<file path="src/rtl/r3_divstep_stream.sv">
// r3_divstep_stream: one R_3 divstep over a coefficient-serial (f,g) stream.
// Emits f' and g'=(F0*g-G0*f)/x one pair per accepted coefficient.
module r3_divstep_stream #(
  parameter int N  = 762,
  parameter int DW = 12,
  parameter int CW = 10
) (
  input  logic          clk,
  input  logic          rst_n,
  input  logic          start,
  input  logic [DW-1:0] delta_in,
  input  logic          in_valid,
  output logic          in_ready,
  input  logic [1:0]    f_in,
  input  logic [1:0]    g_in,
  output logic          out_valid,
  input  logic          out_ready,
  output logic [1:0]    f_out,
  output logic [1:0]    g_out,
  output logic          swap,
  output logic [DW-1:0] delta_out,
  output logic          busy,
  output logic          done
);

  typedef enum logic [1:0] {
    S_IDLE  = 2'd0,
    S_LEAD  = 2'd1,
    S_RUN   = 2'd2,
    S_FLUSH = 2'd3
  } state_t;

  localparam logic [DW-1:0] DMAX = {1'b0, {(DW-1){1'b1}}};
  localparam logic [CW-1:0] LAST = CW'(N-1);

  state_t        state, state_n;
  logic [CW-1:0] cnt;
  logic [DW-1:0] delta_r;
  logic          swap_r;
  logic [1:0]    lf, lg;
  logic [1:0]    fs_prev;
  logic          ov;
  logic [1:0]    fo, go;
  logic          fl;
  logic          done_r;

  logic          in_xfer, out_xfer;
  logic          is_idle, is_lead, is_run, is_flush;
  logic          swp_n;
  logic [DW-1:0] dsel, dnext;
  logic [1:0]    f0c, g0c;
  logic [1:0]    fs, gs, gnew;

  function automatic logic [1:0] canon(input logic [1:0] t);
    return t[0] ? t : 2'b00;
  endfunction

  function automatic logic [1:0] tmul(input logic [1:0] a,
                                      input logic [1:0] b);
    logic c0, c1;
    c0 = a[0] & b[0];
    c1 = (a[1] ^ b[1]) & c0;
    return {c1, c0};
  endfunction

  function automatic logic [1:0] tneg(input logic [1:0] a);
    return a[0] ? {~a[1], 1'b1} : 2'b00;
  endfunction

  // Sum of two canonical trits mod 3: +-2 wraps to -+1.
  function automatic logic [1:0] tadd(input logic [1:0] a,
                                      input logic [1:0] b);
    logic [1:0] r;
    if (!a[0])
      r = b;
    else if (!b[0])
      r = a;
    else if (a[1] == b[1])
      r = {~a[1], 1'b1};
    else
      r = 2'b00;
    return r;
  endfunction

  assign is_idle  = (state == S_IDLE);
  assign is_lead  = (state == S_LEAD);
  assign is_run   = (state == S_RUN);
  assign is_flush = (state == S_FLUSH);

  assign in_xfer  = in_valid & in_ready;
  assign out_xfer = ov & out_ready;

  assign f0c   = canon(f_in);
  assign g0c   = canon(g_in);
  assign swp_n = !delta_r[DW-1] && (|delta_r) && g_in[0];
  assign dsel  = swp_n ? (~delta_r + 1'b1) : delta_r;
  assign dnext = (dsel == DMAX) ? DMAX : dsel + 1'b1;

  assign fs   = swap_r ? g_in : f_in;
  assign gs   = swap_r ? f_in : g_in;
  assign gnew = tadd(tmul(lf, gs), tneg(tmul(lg, fs)));

  always_ff @(posedge clk or negedge rst_n) begin
    if (!rst_n)
      state <= S_IDLE;
    else
      state <= state_n;
  end

  always_comb begin
    state_n = state;
    unique case (state)
      S_IDLE:  if (start) state_n = S_LEAD;
      S_LEAD:  if (in_xfer) state_n = S_RUN;
      S_RUN:   if (in_xfer && cnt == LAST) state_n = S_FLUSH;
      S_FLUSH: if (fl && out_xfer) state_n = S_IDLE;
      default: state_n = S_IDLE;
    endcase
  end

  always_comb begin
    in_ready = 1'b0;
    unique case (1'b1)
      is_lead:  in_ready = 1'b1;
      is_run:   in_ready = !ov || out_ready;
      is_idle:  in_ready = 1'b0;
      is_flush: in_ready = 1'b0;
      default:  in_ready = 1'b0;
    endcase
  end

  assign busy = !is_idle;

  always_ff @(posedge clk or negedge rst_n) begin
    if (!rst_n) begin
      cnt     <= '0;
      delta_r <= '0;
      swap_r  <= 1'b0;
      lf      <= 2'b00;
      lg      <= 2'b00;
      fs_prev <= 2'b00;
      ov      <= 1'b0;
      fo      <= 2'b00;
      go      <= 2'b00;
      fl      <= 1'b0;
      done_r  <= 1'b0;
    end else begin
      done_r <= 1'b0;
      if (out_xfer)
        ov <= 1'b0;
      unique case (state)
        S_IDLE: begin
          if (start) begin
            delta_r <= delta_in;
            cnt     <= '0;
            fl      <= 1'b0;
          end
        end
        S_LEAD: begin
          if (in_xfer) begin
            swap_r  <= swp_n;
            lf      <= swp_n ? g0c : f0c;
            lg      <= swp_n ? f0c : g0c;
            fs_prev <= swp_n ? g0c : f0c;
            delta_r <= dnext;
            cnt     <= CW'(1);
          end
        end
        S_RUN: begin
          if (in_xfer) begin
            ov      <= 1'b1;
            fo      <= fs_prev;
            go      <= gnew;
            fs_prev <= canon(fs);
            cnt     <= cnt + 1'b1;
          end
        end
        S_FLUSH: begin
          if (!fl && (!ov || out_ready)) begin
            ov <= 1'b1;
            fo <= fs_prev;
            go <= 2'b00;
            fl <= 1'b1;
          end else if (fl && out_xfer) begin
            done_r <= 1'b1;
          end
        end
        default: ;
      endcase
    end
  end

  assign out_valid = ov;
  assign f_out     = fo;
  assign g_out     = go;
  assign swap      = swap_r;
  assign delta_out = delta_r;
  assign done      = done_r;

endmodule

</file>
<file path="config.mk">
export PLATFORM = sky130hd
export DESIGN_NAME = r3_divstep_stream
export DESIGN_NICKNAME = d
export VERILOG_FILES = /design/src/rtl/r3_divstep_stream.sv
export SDC_FILE = /design/constraint.sdc
export NUM_CORES = 1
export LEC_CHECK = 0
export BUFFER_PORTS_ARGS = -buffer_cell sky130_fd_sc_hd__buf_2
export CELL_PAD_IN_SITES_DETAIL_PLACEMENT = 1
export CELL_PAD_IN_SITES_GLOBAL_PLACEMENT = 1
export CORE_UTILIZATION = 43
export CTS_CLUSTER_SIZE = 28
export DETAILED_ROUTE_END_ITERATION = 8
export HOLD_SLACK_MARGIN = 0.06
export PLACE_DENSITY = 0.79
export SLEW_MARGIN = 5
export SYNTH_ARGS = -nofsm -noshare
export SYNTH_HDL_FRONTEND = slang
export SYNTH_SLANG_ARGS = --single-unit
</file>
<file path="constraint.sdc">
create_clock -name clk -period 3.6 [get_ports clk]
set_input_delay 0.72 -clock clk [delete_from_list [all_inputs] [get_ports clk]]
set_output_delay 0.72 -clock clk [all_outputs]
set_load 0.02 [all_outputs]
</file>
# --- Word-level counts from Yosys, hierarchy flattened ---
# Index checks and enable logic that the tools add are counted.
classes:
  mux: 45
  n_eq_ne: 12
  reduce_logical: 24
  add_sub_neg: 3
  n_bitwise: 11
op_table:
  columns: ["cell", "n"]
  rows:
  - ["two-way mux 12 bit", 4]
  - ["two-way mux 2 bit", 21]
  - ["two-way mux 10 bit", 3]
  - ["case mux 10 bit (3 select lines)", 1]
  - ["adder 12 x 1 -> 12 bit, second input constant", 2]
  - ["case mux 12 bit (2 select lines)", 1]
  - ["== test 12 x 11 -> 1 bit, second input constant", 1]
  - ["NOT 12 bit", 1]
  - ["case mux 2 bit (2 select lines)", 3]
  - ["AND reduction 3 bit", 4]
  - ["OR reduction 12 bit", 1]
  - ["adder 10 x 1 -> 10 bit, second input constant", 1]
  - ["== test 10 bit, second input constant", 1]
  - ["two-way mux 1 bit", 8]
  - ["case mux 2 bit (4 select lines)", 1]
  - ["AND reduction 4 bit", 2]
  - ["nonzero test 2 bit", 4]
  - ["bitwise AND 1 bit", 6]
  - ["!= test 2 x 1 -> 1 bit, second input constant", 3]
  - ["!= test 2 bit, second input constant", 3]
  - ["case mux 1 bit (2 select lines)", 3]
  - ["logical AND 1 bit", 5]
  - ["== test 2 bit, second input constant", 2]
  - ["logical NOT 1 bit", 4]
  - ["other kinds (8)", 10]
totals:
  ff_bits: 38
  out_inout_bits: 21
  elab_cells: 107

# --- Depth between registers and ports, before layout ---
# Gate-level depths: netlist (run 1).
logic_depth:
  depth_word: 11
  mapped_depth: 16
  depth_no_buf: 12

# --- Worst setup path after synthesis (run 1) ---
# OpenSTA, ideal clock, no wires.
synth_timing:
  kind: "register -> register"
  from: "register delta_r[0], in the netlist delta_out[0]"
  to: "register delta_r[1], in the netlist delta_out[1]"
  t_arrival_ps: 3380
  stages_incl_launch_ff: 17
  slack_ps: 146
  path_buffers: 4
  setup_ps: 75
  path_cell_list: "dfrtp_1 clkbuf_1 inv_1 ha_1 buf_6 nor4b_4 a31oi_1 clkbuf_1 nand2_1 o21ai_0 ha_1 inv_1 a311oi_4 a41oi_2 buf_6 a211o_1 o21ai_2"
synth_via:
  elab_chain_cells: 8
synth_rtl:
  columns: ["element", "line", "rtl"]
  rows:
  - ["start: declaration", "38", "logic [DW-1:0] delta_r;"]
  - ["start signal: assignment", "154", "delta_r <= delta_in;"]
  - ["start signal: assignment", "165", "delta_r <= dnext;"]
  - ["parallel branches: the longest is 3 deep, another holds adder 12 x 1 -> 12 bit", null, null]
  - ["two-way mux 12 bit *", "96", "assign dsel = swp_n ? (~delta_r + 1'b1) : delta_r;"]
  - ["adder 12 x 1 -> 12 bit / == test 12 x 11 -> 1 bit (equally long branches)", "97", "assign dnext = (dsel == DMAX) ? DMAX : dsel + 1'b1;"]
  - ["two-way mux 12 bit *", "97", null]
  - ["two-way mux 12 bit *", "160", "if (in_xfer) begin"]
  - ["case mux 12 bit (2 select lines) *", "151", "unique case (state)"]
# Every way passes the cells marked *. The select of a mux whose other input is x is not followed.
# A chain may end at the register's enable or synchronous reset.

# --- Worst setup path in the final report (run 1) ---
layout_timing:
  from: "register delta_r[5], in the netlist delta_out[5]"
  to: "register delta_r[9], in the netlist delta_out[9]"
# Same word-level chain as after synthesis.

==> reports/qor.txt, run 1 <==
# hold bufs at CTS: 0
Final WS setup: 0.368 ns
number of synthesized flops with an enable pin: 0
worst hold path depth: 1
die height: 85.2 microns
maximum clock frequency: 0.309 GHz
clock sink count: 38
area leader, netlist: dfrtp_1
fin util: 51.6%
dpl cells: 470
Net Count, Synth: 396
Num CTS Buffers: 5
Worst-Skew Late Latency: 0.29 ns
worst path arrival time: 3.43 ns
CTS resizes: 0
Sw Ratio: 51.2%
via count: 2,897
initial DRC count: 127
DR WL/cell: 17.9 microns
1st-pass router iterations: 4
setup TNS: 0 ns
count of input and output buffers: 41
hpwl dp: 6380 microns
worst slew pin tran: 0.864 ns
CP endpoint kind: flip-flop
IO Count: 42
ys async rst share: 100%
Root Buffer: clkbuf_8
skew final: 0.0114 ns
peak supply drop: 0.338 mV
HP Start: cnt[7]
Final Setup Violations: 0
Via-to-Cell Ratio: 6.06
first-pass GRT wire length: 14,400 microns
crit path time final: 3.23 ns
TritonCTS clock tree: done
Reg2Reg Depth: 10
Max Slew Vio Count: 0
P per Cell Area: 931 nW/um^2
CP Max Fanout: 12
Reg clk slew, reported paths: 0.08 ns
area delta synth->final: 13.3%
Worst Path Class, Setup: flip-flop to flip-flop
register area share after synthesis: 31.9%
final wirelength: 8570 microns
initial antenna violation count: 0
final RePlAce weighted congestion: 0.875
P_int: 1.53 mW
Synth area leaders: dfrtp_1 (32%), o21ai_0 (7.1%), nand2_1 (4.7%), ha_1 (4.6%), nor2_1 (3.7%)
Die Span X: 85.2 microns
Rows: 29
leak pwr: 1.47 nW
most frequent cell after synthesis: o21ai_0
pre-CTS WS: 0.345 ns
detailed-route DRC error count: 0
H-Tree Depth: 2
worst hold slack: 0.487 ns
core area: 6530 sq um
maximum clock path buffer count: 2
P_sw: 1.61 mW
Max-slew headroom: 42.4%
max cap viols: 0
Ys Warns: 0
RR Startpoint: delta_out[5]
top-area cell type share of the netlist area: 31.9%
CP Launch Type: flip-flop
clock network fraction of total power: 11.8%
Req. time, crit path: 3.80 ns
Period Utilization, post-route: 89.8%
Final ANT Viol Nets: 0
Mapped Area: 2980 sq um
Post-Synthesis Cells: 364
RSZ-0062 raised after global routing: no
GRT Residual Overflow: 0
number of fill cells: 826
largest net degree at the start of global routing: 39
hold crit path type: flip-flop to flip-flop
top_reg_cell synth: dfrtp_1
Final Hold Fails: 0
Synth Register Bits: 38
status: complete, no violations
GRT Util Overall: 24.9%
most instantiated cells after synthesis: o21ai_0 (42), dfrtp_1 (38), nand2_1 (37)
die area: 7260 sq um
Cell variety after synth: 62
Cell Count, Final, Fillers Out: 478
Hold Path Sink: cnt[7]
layout cells sized above 1: 19.0%
n_diodes: 0
FF-to-FF setup slack: 0.37 ns
Nets: 432
Logic pwr share: 62.4%
r2r endpoint: delta_out[9]
syn_area_per_cell: 8.18 sq um
vias in the first global route: 2,893
postcts setup bufs: 0
sequential share of power: 25.8%
Starting Density: 45.6%
worst max-delay path: stages (launching register included):
cell,delay (ns)
dfrtp_1,0.52
nor4_1,0.51
a31oi_1,0.32
o21ai_0,0.24
ha_1,0.21
inv_1,0.11
a311oi_4,0.26
a41oi_2,0.34
buf_4,0.27
nor4bb_1,0.13
a211oi_1,0.22
per-layer routing:
| metal | vias to the layer above | track usage, % | routed length [microns] |
|---|---|---|---|
| li1 | 1392 | - | - |
| met4 | 0 | 6.32 | 82 |
| met5 | - | 0 | 0 |
| met2 | 62 | 40.8 | 4030 |
| met3 | 7 | 3.21 | 254 |
| met1 | 1436 | 34.7 | 4210 |
flip-flops by register name (all words and copies together) (netlist names):
name / flops
delta_out: 12
fl: 1
g_out: 2
cnt: 10
f_out: 2
lf: 2
done: 1
fs_prev: 2
swap: 1
lg: 2
out_valid: 1
state: 2
placed cells by master (no fill, tap or decap), types with 2 or more instances in the layout:
master | synthesis | layout
a21o_1 | 6 | 6
clkinvlp_4 | 0 | 2
a211oi_1 | 3 | 3
and2_1 | 3 | 3
buf_2 | 1 | 41
nor3_1 | 6 | 6
o21a_1 | 2 | 2
mux2_2 | 5 | 5
nor4bb_1 | 2 | 2
nor4b_1 | 2 | 2
and3_1 | 6 | 6
a22o_1 | 2 | 2
nand3_1 | 12 | 12
o22a_1 | 2 | 2
nor4_1 | 4 | 4
inv_1 | 13 | 13
a22oi_1 | 3 | 3
xnor2_1 | 10 | 10
dfrtp_1 | 38 | 38
clkbuf_8 | 0 | 5
o2bb2ai_1 | 2 | 2
nor2b_1 | 4 | 4
a21oi_1 | 18 | 18
ha_1 | 11 | 11
a31oi_1 | 11 | 11
mux2i_1 | 6 | 6
o21ai_0 | 42 | 42
nand4_1 | 3 | 3
nand2_1 | 37 | 37
nand2b_1 | 10 | 10
buf_4 | 1 | 12
nor2_1 | 29 | 29
or2_2 | 2 | 2
xor2_1 | 5 | 5
a211o_1 | 4 | 4
or3_1 | 4 | 4
o31ai_1 | 9 | 9
power groups by stage:
stage	registers [mW]	clock network [mW]	logic, mW
2_1_floorplan	0.812	0	1.39
3_3_place_gp	0.807	0	1.89
3_5_place_dp	0.816	0	1.94
4_1_cts	0.808	0.381	1.96
5_1_grt	0.842	0.396	2.17
6_report	0.811	0.370	1.96
metrics by stage:
| step | power (mW) | instance area, sq um |
|---|---|---|
| after global routing | 3.41 | 3370 |
| final | 3.14 | 3370 |
| after global placement | 2.70 | 3260 |
| after floorplan | 2.20 | 2980 |
| after CTS | 3.15 | 3370 |
| after detailed placement | 2.76 | 3260 |
worst max-delay path by stage:
stage                       from           end  slack [ns]
finish              delta_out[5]  delta_out[9]        0.37
global route        delta_out[5]  delta_out[9]        0.04
CTS                 delta_out[5]  delta_out[9]        0.37
detailed placement       g_in[0]  delta_out[9]        0.35
global placement         g_in[0]  delta_out[9]        0.50
floorplan           delta_out[0]  delta_out[1]        0.15
cell type report:
class	count	area (sq um)	share of cell area, %
sequential	38	951	28.2
clock inverter	3	45.0	1.34
clock buffer	5	68.8	2.04
timing repair buffer	53	295	8.76
inverter	13	48.8	1.45
tap	77	96.3	2.86
multi-input combinational	289	1870	55.4
logic make-up after synthesis:
kind of cell / after synthesis / share of synthesized area (%)
DFF: 38 / 31.9
xor gates and xnor gates: 15 / 4.41
AOI/OAI and AO/OA: 121 / 26.9
buffers and inverters: 37 / 5.34
and+or+nand+nor: 131 / 22.9
adders and majority gates: 11 / 4.62
muxes: 11 / 3.91
Note: power is estimated with default switching activity, not from simulation.
==> run 2: changes to the inputs <==
--- a/config.mk
+++ b/config.mk
@@ -8,11 +8,11 @@
 export BUFFER_PORTS_ARGS = -buffer_cell sky130_fd_sc_hd__buf_2
 export CELL_PAD_IN_SITES_DETAIL_PLACEMENT = 1
 export CELL_PAD_IN_SITES_GLOBAL_PLACEMENT = 1
-export CORE_UTILIZATION = 43
+export CORE_UTILIZATION = 35
 export CTS_CLUSTER_SIZE = 28
 export DETAILED_ROUTE_END_ITERATION = 8
 export HOLD_SLACK_MARGIN = 0.06
-export PLACE_DENSITY = 0.79
+export PLACE_DENSITY = 0.66
 export SLEW_MARGIN = 5
 export SYNTH_ARGS = -nofsm -noshare
 export SYNTH_HDL_FRONTEND = slang
==> run 2 against run 1 <==
- critical path depth is 1 higher
- clock power decreased by 14%
- hold slack got worse by 0.0082 ns
- final cell count rose by 5.9%
- global-route usage fell by 3.3 points
- sequential power down 2.8%
- die area grew 22%
- sequential share of layout area fell by 0.19 points
- setup slack improved by 0.073 ns
- clock skew shrank 0.0034 ns
- routed wire length up 4.6%
- utilization fell by 10 points
- critical endpoint unchanged
- largest cell class unchanged
- largest power group unchanged
==> reports/qor.txt, run 2 (same netlist as run 1, synthesis figures left out) <==
Via-to-Cell Ratio: 5.72 (was 6.06)
P per Cell Area: 918 nW/um^2 (was 931 nW/um^2)
H-Tree Depth: 2 (unchanged)
Num CTS Buffers: 5 (unchanged)
status: complete, no violations (unchanged)
Largest register FFs: 12 (unchanged)
hold crit path type: flip-flop to flip-flop (unchanged)
detailed-route DRC error count: 0 (unchanged)
skew final: 0.00805 ns (was 0.0114 ns)
Reg clk slew, reported paths: 0.08 ns (about the same)
Worst Path Class, Setup: flip-flop to flip-flop (unchanged)
count of input and output buffers: 41 (unchanged)
CP bufs+invs: 2 (unchanged)
initial DRC count: 112 (was 127)
worst path arrival time: 3.37 ns (was 3.43 ns)
RSZ-0062 raised after global routing: no (unchanged)
sequential share of power: 25.3% (was 25.8%)
Final Hold Fails: 0 (unchanged)
1st-pass router iterations: 4 (unchanged)
Sw Ratio: 52.4% (was 51.2%)
via count: 2,893 (was 2,897)
first-pass GRT wire length: 14,800 microns (was 14,400 microns)
Max Slew Vio Count: 0 (unchanged)
Req. time, crit path: 3.81 ns (was 3.80 ns)
Worst-Skew Late Latency: 0.29 ns (about the same)
die area: 8880 sq um (was 7260 sq um)
max cap viols: 0 (unchanged)
Slowest-stage cell, CP: a41oi_2 (was dfrtp_1)
clock sink count: 38 (unchanged)
Nets: 432 (unchanged)
P_sw: 1.63 mW (was 1.61 mW)
hpwl dp: 6680 microns (was 6380 microns)
most frequent cells in the layout: o21ai_0 (42), buf_2 (41), dfrtp_1 (38) (unchanged)
GRT Util Overall: 21.6% (was 24.9%)
Final Setup Violations: 0 (unchanged)
IO Count: 42 (unchanged)
Starting Density: 36.2% (was 45.6%)
FF-to-FF setup slack: 0.44 ns (was 0.37 ns)
Die Span X: 94.2 microns (was 85.2 microns)
dpl cells: 498 (was 470)
GRT Residual Overflow: 0 (unchanged)
Period Utilization, post-route: 87.7% (was 89.8%)
Rows: 33 (was 29)
DR WL/cell: 17.7 microns (was 17.9 microns)
CP Launch Type: flip-flop (unchanged)
CP Max Fanout: 13 (was 12)
CP max stage delay: 0.41 ns (was 0.52 ns)
largest net degree at the start of global routing: 39 (unchanged)
Root Buffer: clkbuf_8 (unchanged)
number of fill cells: 1,039 (was 826)
# hold bufs at CTS: 0 (unchanged)
setup TNS: 0 ns (unchanged)
n_diodes: 0 (unchanged)
peak supply drop: 0.305 mV (was 0.338 mV)
Cell Count, Final, Fillers Out: 506 (was 478)
P_int: 1.48 mW (was 1.53 mW)
final wirelength: 8960 microns (was 8570 microns)
worst slew pin tran: 0.897 ns (was 0.864 ns)
Final ANT Viol Nets: 0 (unchanged)
maximum clock path buffer count: 2 (unchanged)
area delta synth->final: 14.0% (was 13.3%)
die height: 94.2 microns (was 85.2 microns)
maximum clock frequency: 0.317 GHz (was 0.309 GHz)
crit-path leading delay family: compound AO/OA/AOI/OAI gates (unchanged)
pre-CTS WS: 0.267 ns (was 0.345 ns)
vias in the first global route: 2,868 (was 2,893)
core area: 8220 sq um (was 6530 sq um)
final RePlAce weighted congestion: 0.831 (was 0.875)
clock network fraction of total power: 10.2% (was 11.8%)
leak pwr: 1.47 nW (about the same)
Logic pwr share: 64.5% (was 62.4%)
commonest non-fill, non-tap cell in the layout: o21ai_0 (unchanged)
Final WS setup: 0.442 ns (was 0.368 ns)
TritonCTS clock tree: done (unchanged)
worst-path cell chain: inv_1 -> ha_1 -> nor4b_4 -> a31oi_1 -> o21ai_0 -> ha_1 -> inv_1 -> a311oi_4 -> a41oi_2 -> and3_1 -> a211oi_1 (was nor4_1 -> a31oi_1 -> o21ai_0 -> ha_1 -> inv_1 -> a311oi_4 -> a41oi_2 -> buf_4 -> nor4bb_1 -> a211oi_1)
Max-slew headroom: 40.2% (was 42.4%)
initial antenna violation count: 0 (unchanged)
layout cells sized above 1: 19.2% (was 19.0%)
crit path time final: 3.16 ns (was 3.23 ns)
CP endpoint kind: flip-flop (unchanged)
==> run 2: cell types whose count changed in the layout (fill, tap and decap cells not counted) <==
cell | before | now
clkbuf_8 | 5 | 6
bufinv_16 | 1 | 0
nor4_2 | 0 | 1
clkinv_2 | 0 | 1
nor4_1 | 4 | 3
clkinvlp_4 | 2 | 1
==> run 2: metrics by stage <==
stage / hold WS (ns) / utilization [%] / area [sq um] / total power, mW
final: 0.479 / 41.3 / 3390 / 3.12
after global routing: 0.497 / 41.3 / 3390 / 3.38
after CTS: 0.482 / 41.2 / 3390 / 3.12
after detailed placement: 0.468 / 40.1 / 3290 / 2.79
after global placement: 0.464 / 40.1 / 3290 / 2.74
after floorplan: 0.424 / - / 2980 / 2.20
==> run 2: cell type report <==
class / instances / area, sq um / share of cell area [%]
clock inverters: 2 / 12.5 / 0.369
well taps: 105 / 131 / 3.87
repair buffers: 53 / 295 / 8.70
inverters: 13 / 48.8 / 1.44
clock buffers: 6 / 82.6 / 2.43
multi-input cells: 289 / 1870 / 55.2
flip-flops and latches: 38 / 951 / 28.0
==> run 2: path summary, 6_finish.rpt <==
check,start,endpoint,cells past startpoint
setup / recovery,delta_out[1],delta_out[9],11
hold / removal,cnt[9],cnt[9],1
setup reg to reg,delta_out[1],delta_out[9],11
hold reg to reg,cnt[9],cnt[9],1
max in group asynchronous,rst_n,delta_out[8],1
min in group asynchronous,rst_n,state[0],1
==> run 2: power groups by stage <==
| stage | clock, mW | sequential, mW | combinational, mW |
|---|---|---|---|
| after CTS | 0.331 | 0.786 | 2.00 |
| after detailed placement | 0 | 0.792 | 2.00 |
| final | 0.318 | 0.788 | 2.01 |
| after global routing | 0.346 | 0.817 | 2.22 |
| after floorplan | 0 | 0.812 | 1.39 |
| after global placement | 0 | 0.782 | 1.96 |
==> run 2: metal layers <==
| metal | up-vias | wire, microns | GRT usage [%] |
|---|---|---|---|
| li1 | 1395 | - | - |
| met1 | 1417 | 4320 | 30.3 |
| met2 | 74 | 4140 | 35.1 |
| met3 | 7 | 420 | 2.59 |
| met4 | 0 | 89 | 4.87 |
| met5 | - | 0 | 0 |
==> run 2: what timing repair did <==
item,in CTS,in global routing
endpoints found under the setup margin,0,1
gates resized for setup,0,1
buffers inserted,0,0
